File: src/rtl/nw_fill_controller.sv
// Needleman-Wunsch matrix fill sequencer: walks (1,1)..(N,N), fetches neighbours, scores and writes back.
// Optional local-alignment (Smith-Waterman) mode selected by defining SMITH_WATERMAN_EN.
module nw_fill_controller #(
  parameter int unsigned       N        = 128,
  parameter int unsigned       BitAddr  = $clog2(N + 1),
  parameter logic signed [8:0] MATCH    = 9'sd1,
  parameter logic signed [8:0] MISMATCH = -9'sd1,
  parameter logic signed [8:0] GAP      = -9'sd2
) (
  input  logic                 clk,
  input  logic                 rst,
  input  logic                 start,
  input  logic [1:0]           char_a,
  input  logic [1:0]           char_b,
  input  logic                 signal,
  input  logic signed [8:0]    diag,
  input  logic signed [8:0]    up,
  input  logic signed [8:0]    left,
  output logic [BitAddr:0]     i,
  output logic [BitAddr:0]     j,
  output logic                 en_read,
  output logic                 en_ins,
  output logic                 we,
  output logic signed [8:0]    max,
  output logic [1:0]           dir,
  output logic                 dir_we,
  output logic                 busy,
  output logic                 done,
`ifdef SMITH_WATERMAN_EN
  output logic signed [8:0]    best_score,
  output logic [BitAddr:0]     best_i,
  output logic [BitAddr:0]     best_j,
`endif
  output logic signed [8:0]    final_score
);

  localparam int unsigned IW = BitAddr + 1;
  localparam int unsigned SW = 9;
  localparam int unsigned EW = SW + 1;

  localparam logic [1:0] DIR_DIAG = 2'b00;
  localparam logic [1:0] DIR_UP   = 2'b01;
  localparam logic [1:0] DIR_LEFT = 2'b10;
`ifdef SMITH_WATERMAN_EN
  localparam logic [1:0] DIR_STOP = 2'b11;
`endif

  typedef enum logic [2:0] {
    S_IDLE,
    S_READ,
    S_CALC,
    S_WRITE,
    S_NEXT,
    S_DONE
  } state_e;

  state_e               state_q;
  logic [IW-1:0]        i_q, j_q;
  logic signed [SW-1:0] diag_q, up_q, left_q;
  logic signed [SW-1:0] max_q, final_q;
  logic [1:0]           dir_q;
  logic                 en_read_q, en_ins_q, we_q, dir_we_q, busy_q, done_q;

  logic signed [SW-1:0] bonus_d;
  logic signed [EW-1:0] sum_d_d, sum_u_d, sum_l_d;
  logic signed [SW-1:0] s_d_d, s_u_d, s_l_d;
  logic signed [SW-1:0] max_d;
  logic [1:0]           dir_d;

  // Widen to 10 bits, then clamp back into the 9-bit signed score range.
  function automatic logic signed [SW-1:0] sat9(input logic signed [EW-1:0] x);
    if (x > 10'sd255) begin
      return 9'sd255;
    end else if (x < -10'sd256) begin
      return -9'sd256;
    end else begin
      return x[SW-1:0];
    end
  endfunction

  // Candidate scores and best-move selection; ties resolve diag > up > left.
  always_comb begin
    bonus_d = (char_a == char_b) ? MATCH : MISMATCH;
    sum_d_d = $signed({diag_q[SW-1], diag_q}) + $signed({bonus_d[SW-1], bonus_d});
    sum_u_d = $signed({up_q[SW-1], up_q})     + $signed({GAP[SW-1], GAP});
    sum_l_d = $signed({left_q[SW-1], left_q}) + $signed({GAP[SW-1], GAP});
    s_d_d   = sat9(sum_d_d);
    s_u_d   = sat9(sum_u_d);
    s_l_d   = sat9(sum_l_d);
    max_d   = s_d_d;
    dir_d   = DIR_DIAG;
    if (s_d_d >= s_u_d && s_d_d >= s_l_d) begin
      max_d = s_d_d;
      dir_d = DIR_DIAG;
    end else if (s_u_d >= s_l_d) begin
      max_d = s_u_d;
      dir_d = DIR_UP;
    end else begin
      max_d = s_l_d;
      dir_d = DIR_LEFT;
    end
`ifdef SMITH_WATERMAN_EN
    if (max_d <= 9'sd0) begin
      max_d = 9'sd0;
      dir_d = DIR_STOP;
    end
`endif
  end

`ifdef SMITH_WATERMAN_EN
  logic signed [SW-1:0] best_score_q;
  logic [IW-1:0]        best_i_q, best_j_q;
`endif

  // Fill sequencer with registered strobes.
  always_ff @(posedge clk or negedge rst) begin
    if (!rst) begin
      state_q   <= S_IDLE;
      i_q       <= '0;
      j_q       <= '0;
      diag_q    <= '0;
      up_q      <= '0;
      left_q    <= '0;
      max_q     <= '0;
      final_q   <= '0;
      dir_q     <= DIR_DIAG;
      en_read_q <= 1'b0;
      en_ins_q  <= 1'b0;
      we_q      <= 1'b0;
      dir_we_q  <= 1'b0;
      busy_q    <= 1'b0;
      done_q    <= 1'b0;
`ifdef SMITH_WATERMAN_EN
      best_score_q <= '0;
      best_i_q     <= '0;
      best_j_q     <= '0;
`endif
    end else begin
      case (state_q)
        S_IDLE: begin
          if (start) begin
            i_q       <= IW'(1);
            j_q       <= IW'(1);
            busy_q    <= 1'b1;
            en_read_q <= 1'b1;
            state_q   <= S_READ;
`ifdef SMITH_WATERMAN_EN
            best_score_q <= '0;
            best_i_q     <= '0;
            best_j_q     <= '0;
`endif
          end
        end
        S_READ: begin
          if (signal) begin
            diag_q    <= diag;
            up_q      <= up;
            left_q    <= left;
            en_read_q <= 1'b0;
            state_q   <= S_CALC;
          end
        end
        S_CALC: begin
          max_q    <= max_d;
          dir_q    <= dir_d;
          en_ins_q <= 1'b1;
          we_q     <= 1'b1;
          dir_we_q <= 1'b1;
          state_q  <= S_WRITE;
        end
        S_WRITE: begin
          en_ins_q <= 1'b0;
          we_q     <= 1'b0;
          dir_we_q <= 1'b0;
          state_q  <= S_NEXT;
`ifdef SMITH_WATERMAN_EN
          // Strictly greater keeps the first occurrence on ties.
          if (max_q > best_score_q) begin
            best_score_q <= max_q;
            best_i_q     <= i_q;
            best_j_q     <= j_q;
          end
`endif
        end
        S_NEXT: begin
          if (j_q < IW'(N)) begin
            j_q       <= j_q + IW'(1);
            en_read_q <= 1'b1;
            state_q   <= S_READ;
          end else if (i_q < IW'(N)) begin
            i_q       <= i_q + IW'(1);
            j_q       <= IW'(1);
            en_read_q <= 1'b1;
            state_q   <= S_READ;
          end else begin
`ifdef SMITH_WATERMAN_EN
            final_q <= best_score_q;
`else
            final_q <= max_q;
`endif
            busy_q  <= 1'b0;
            done_q  <= 1'b1;
            state_q <= S_DONE;
          end
        end
        S_DONE: begin
          done_q  <= 1'b0;
          state_q <= S_IDLE;
        end
        default: begin
          state_q <= S_IDLE;
        end
      endcase
    end
  end

  assign i           = i_q;
  assign j           = j_q;
  assign en_read     = en_read_q;
  assign en_ins      = en_ins_q;
  assign we          = we_q;
  assign max         = max_q;
  assign dir         = dir_q;
  assign dir_we      = dir_we_q;
  assign busy        = busy_q;
  assign done        = done_q;
  assign final_score = final_q;
`ifdef SMITH_WATERMAN_EN
  assign best_score  = best_score_q;
  assign best_i      = best_i_q;
  assign best_j      = best_j_q;
`endif

endmodule

File: config.mk
export PLATFORM = sky130hd
export DESIGN_NAME = nw_fill_controller
export DESIGN_NICKNAME = d
export VERILOG_FILES = /design/src/rtl/nw_fill_controller.sv
export SDC_FILE = /design/constraint.sdc
export NUM_CORES = 1
export LEC_CHECK = 0
export BUFFER_PORTS_ARGS = -buffer_cell sky130_fd_sc_hd__buf_2
export CAP_MARGIN = 20
export CORE_MARGIN = 4
export CORE_UTILIZATION = 62
export CTS_CLUSTER_DIAMETER = 30
export CTS_CLUSTER_SIZE = 25
export DETAILED_ROUTE_END_ITERATION = 16
export HOLD_SLACK_MARGIN = 0.05
export PLACE_DENSITY = 0.86
export SLEW_MARGIN = 30
export SYNTH_ARGS = -nofsm -noshare
export SYNTH_HDL_FRONTEND = slang
export SYNTH_SLANG_ARGS = --single-unit
File: constraint.sdc
create_clock -name clk -period 12.08 [get_ports clk]
set_input_delay 1.812 -clock clk [delete_from_list [all_inputs] [get_ports clk]]
set_output_delay 1.812 -clock clk [all_outputs]
set_load 0.01 [all_outputs]
==> metrics.yaml <==
drt:
  avgViaCountPerCell: 6.240
  wire_per_inst_um: 16.82
  routed_wl_um: 11980
  dr_total_vias: 4443
  ant_nets: 0
  drt_pass1_iterations: 5
  drt_iter0_drc: 316
  drcViolationCount: 0
final_layout:
  area_delta_synth_final_pct: 14.03
  drive_gt1_frac: 0.2311
  final_common_cell: "buf_2"
  diodes: 0
  final_nets: 681
  fin_cells: 712
  fillers: 617
  layout_common_cells: "78 x buf_2, 72 x dfrtp_1, 46 x nand2_1, 43 x o21ai_0, 40 x ha_1"
synth:
  ys.flop_type: "dfrtp_1"
  yosys_warnings: 0
  ys_ff_latch: 72
  yosysSeqAreaShare: 0.3688
  syn_area_mm2: 0.004886
  postSynthCellCount: 533
  avgSynthCellArea_um2: 9.167
  synth_edf_count: 0
  synth_cell_types: 71
  syn-num-nets: 609
  synthArstFlopShare: 1.000
grt:
  gr-total-overflow: 0
  grt_antenna_before_repair: 0
  grt_max_degree: 73
  grt_pass1_wl_um: 20620
  grt_pass1_vias: 4353
  grt_use_total: 0.2618
clock_tree:
  cts.htree.levels: 3
  clk_pin_slew_ns: 0.08
  clock_sinks: 72
  cts_buffer_depth: 2
  cts_tree: "built"
  cts_setup_buffers: 0
  numCtsBuffers: 9
  hold_buffers: 0
  clk_latency_ns: 0.35
  cts_resized: 0
  cts_root_buf: "clkbuf_8"
timing:
  hold_viol_final: 0
  rsz0062_at_grt: "false"
  tns_ns: 0
  final_max_slew_viol_count: 0
  fin_crit_ns: 6.161
  min_period_over_period: 0.5100
  max-slew-margin-rel: 0.4271
  setup_violations: 0
  fin_worst_skew_ns: 0.01253
  tightestPinTransition_ns: 0.8547
  fmax_mhz: 162.3
placement:
  port_buffers: 78
  dpl.cell_count: 696
  gp_congestion: 0.9445
  dp_hpwl_um: 9030
hold_path:
  hold-path-cell-count: 1
  hold_path.class: "flip-flop to flip-flop"
  hp-start: "final_score[8]$_DFFE_PN0P_"
floorplanning:
  io_pins: 79
  die_w_um: 96.77
  initial_core_util: 0.6356
  coreArea_mm2: 0.007687
  rows: 32
  die-area_mm2: 0.009364
  die_h_um: 96.77
status:
  outcome: "finished, final reports clean"
worst_setup_path:
  crit_start: "char_b[0]"
  arrival_ns: 6.43
  end_kind: "flip-flop"
  path_max_fanout: 11
  reg2regPathDepth: 14
  cp.required_ns: 12.35
  crit_type: "input pin to flip-flop"
  cp-start-kind: "input pin"
  reg2reg_from: "diag_q[0]$_DFFE_PN0P_"
flow_run:
  drv_cap: 0
==> worst max-delay path, stage by stage <==
cell,delay (ns)
buf_2,0.11
xnor2_1,0.12
nand2_1,0.30
inv_1,0.10
fa_1,0.39
nand2b_1,0.22
a211o_1,0.34
a41oi_1,0.41
a21oi_1,0.31
or2_2,0.40
ha_1,0.32
a211oi_1,0.21
nor2_1,0.08
nor4b_1,0.60
a211o_2,0.33
nand2_1,0.15
o211ai_1,0.22
==> per-layer routing <==
layer,vias up,GRT usage,wire length (um)
li1,2124,-,-
met1,2090,0.3344,4951
met2,196,0.4432,5829
met3,33,0.04470,861
met4,0,0.1004,335
met5,-,0,0
==> through the flow <==
stage	area (um^2)	utilization	hold WS, ns	setup slack, ns
3_5_place_dp	5340	0.6947	0.4835	5.630
6_report	5572	0.7248	0.5038	5.919
4_1_cts	5563	0.7236	0.5088	5.948
3_3_place_gp	5334	0.6938	0.4797	5.741
5_1_grt	5572	0.7248	0.5223	5.614
2_1_floorplan	4886	-	0.4875	6.483
==> cells in the mapped netlist (3+ instances only) <==
cell type,instances,share of area
dfrtp_1,72,0.37
nand2_1,46,0.035
o21ai_0,43,0.044
ha_1,40,0.10
a21oi_1,35,0.036
inv_1,34,0.026
nor2_1,33,0.025
mux2_2,27,0.062
clkbuf_1,13,0.010
nand3_1,13,0.013
o211ai_1,12,0.018
a31oi_1,10,0.013
nand4_1,9,0.012
nand2b_1,8,0.010
nor3_1,8,0.0082
xnor2_1,7,0.013
o31ai_1,6,0.0092
a211oi_1,5,0.0077
a21o_1,5,0.0077
and3_1,5,0.0064
nor3b_1,5,0.0077
nor4_1,5,0.0064
and2_1,4,0.0051
mux2i_1,4,0.0082
o21a_1,4,0.0061
or2_2,4,0.0051
or3_1,4,0.0051
xor2_1,4,0.0072
a221oi_1,3,0.0054
a22o_1,3,0.0054
a31o_2,3,0.0054
buf_4,3,0.0046
nand3b_1,3,0.0046
o2111ai_1,3,0.0054
==> logic make-up after synthesis <==
family | Yosys count | synth area share
XOR/XNOR | 11 | 0.01972
buffers and inverters | 54 | 0.04558
AO/OA/AOI/OAI | 161 | 0.2172
adder cells (fa/ha/maj) | 42 | 0.1086
multiplexers | 31 | 0.07042
flip-flops | 72 | 0.3688
AND/OR/NAND/NOR | 162 | 0.1698
==> area by class of cell <==
type | count | area (um^2) | area share
multi-input combinational | 407 | 2875 | 0.5161
sequential | 72 | 1802 | 0.3234
timing repair buffer | 81 | 416.7 | 0.07478
clock buffer | 12 | 145.1 | 0.02605
inverter | 34 | 127.6 | 0.02291
tap | 102 | 127.6 | 0.02291
clock inverter | 4 | 77.57 | 0.01392
==> worst paths after layout <==
| check | slack (ns) | endpoint |
|---|---|---|
| worst max-delay path | 5.92 | max[4]$_DFFE_PN0P_ |
| worst min-delay path | 0.50 | final_score[8]$_DFFE_PN0P_ |
| max in group asynchronous | 10.07 | diag_q[6]$_DFFE_PN0P_ |
| min in group asynchronous | 1.56 | i[5]$_DFFE_PN0P_ |
| worst min register to register | 0.50 | final_score[8]$_DFFE_PN0P_ |
| worst max register to register | 7.41 | max[4]$_DFFE_PN0P_ |
==> state kept, by name, summed over array words and instances, names as in the netlist <==
name	count
i	9
left_q	9
done	1
diag_q	9
max	9
state_q	3
dir_we	1
up_q	9
dir	2
busy	1
en_read	1
final_score	9
j	9
Power is left out: the tool's default activity adds up to more than one toggle a clock period on the data nets, which glitch-free logic cannot reach.
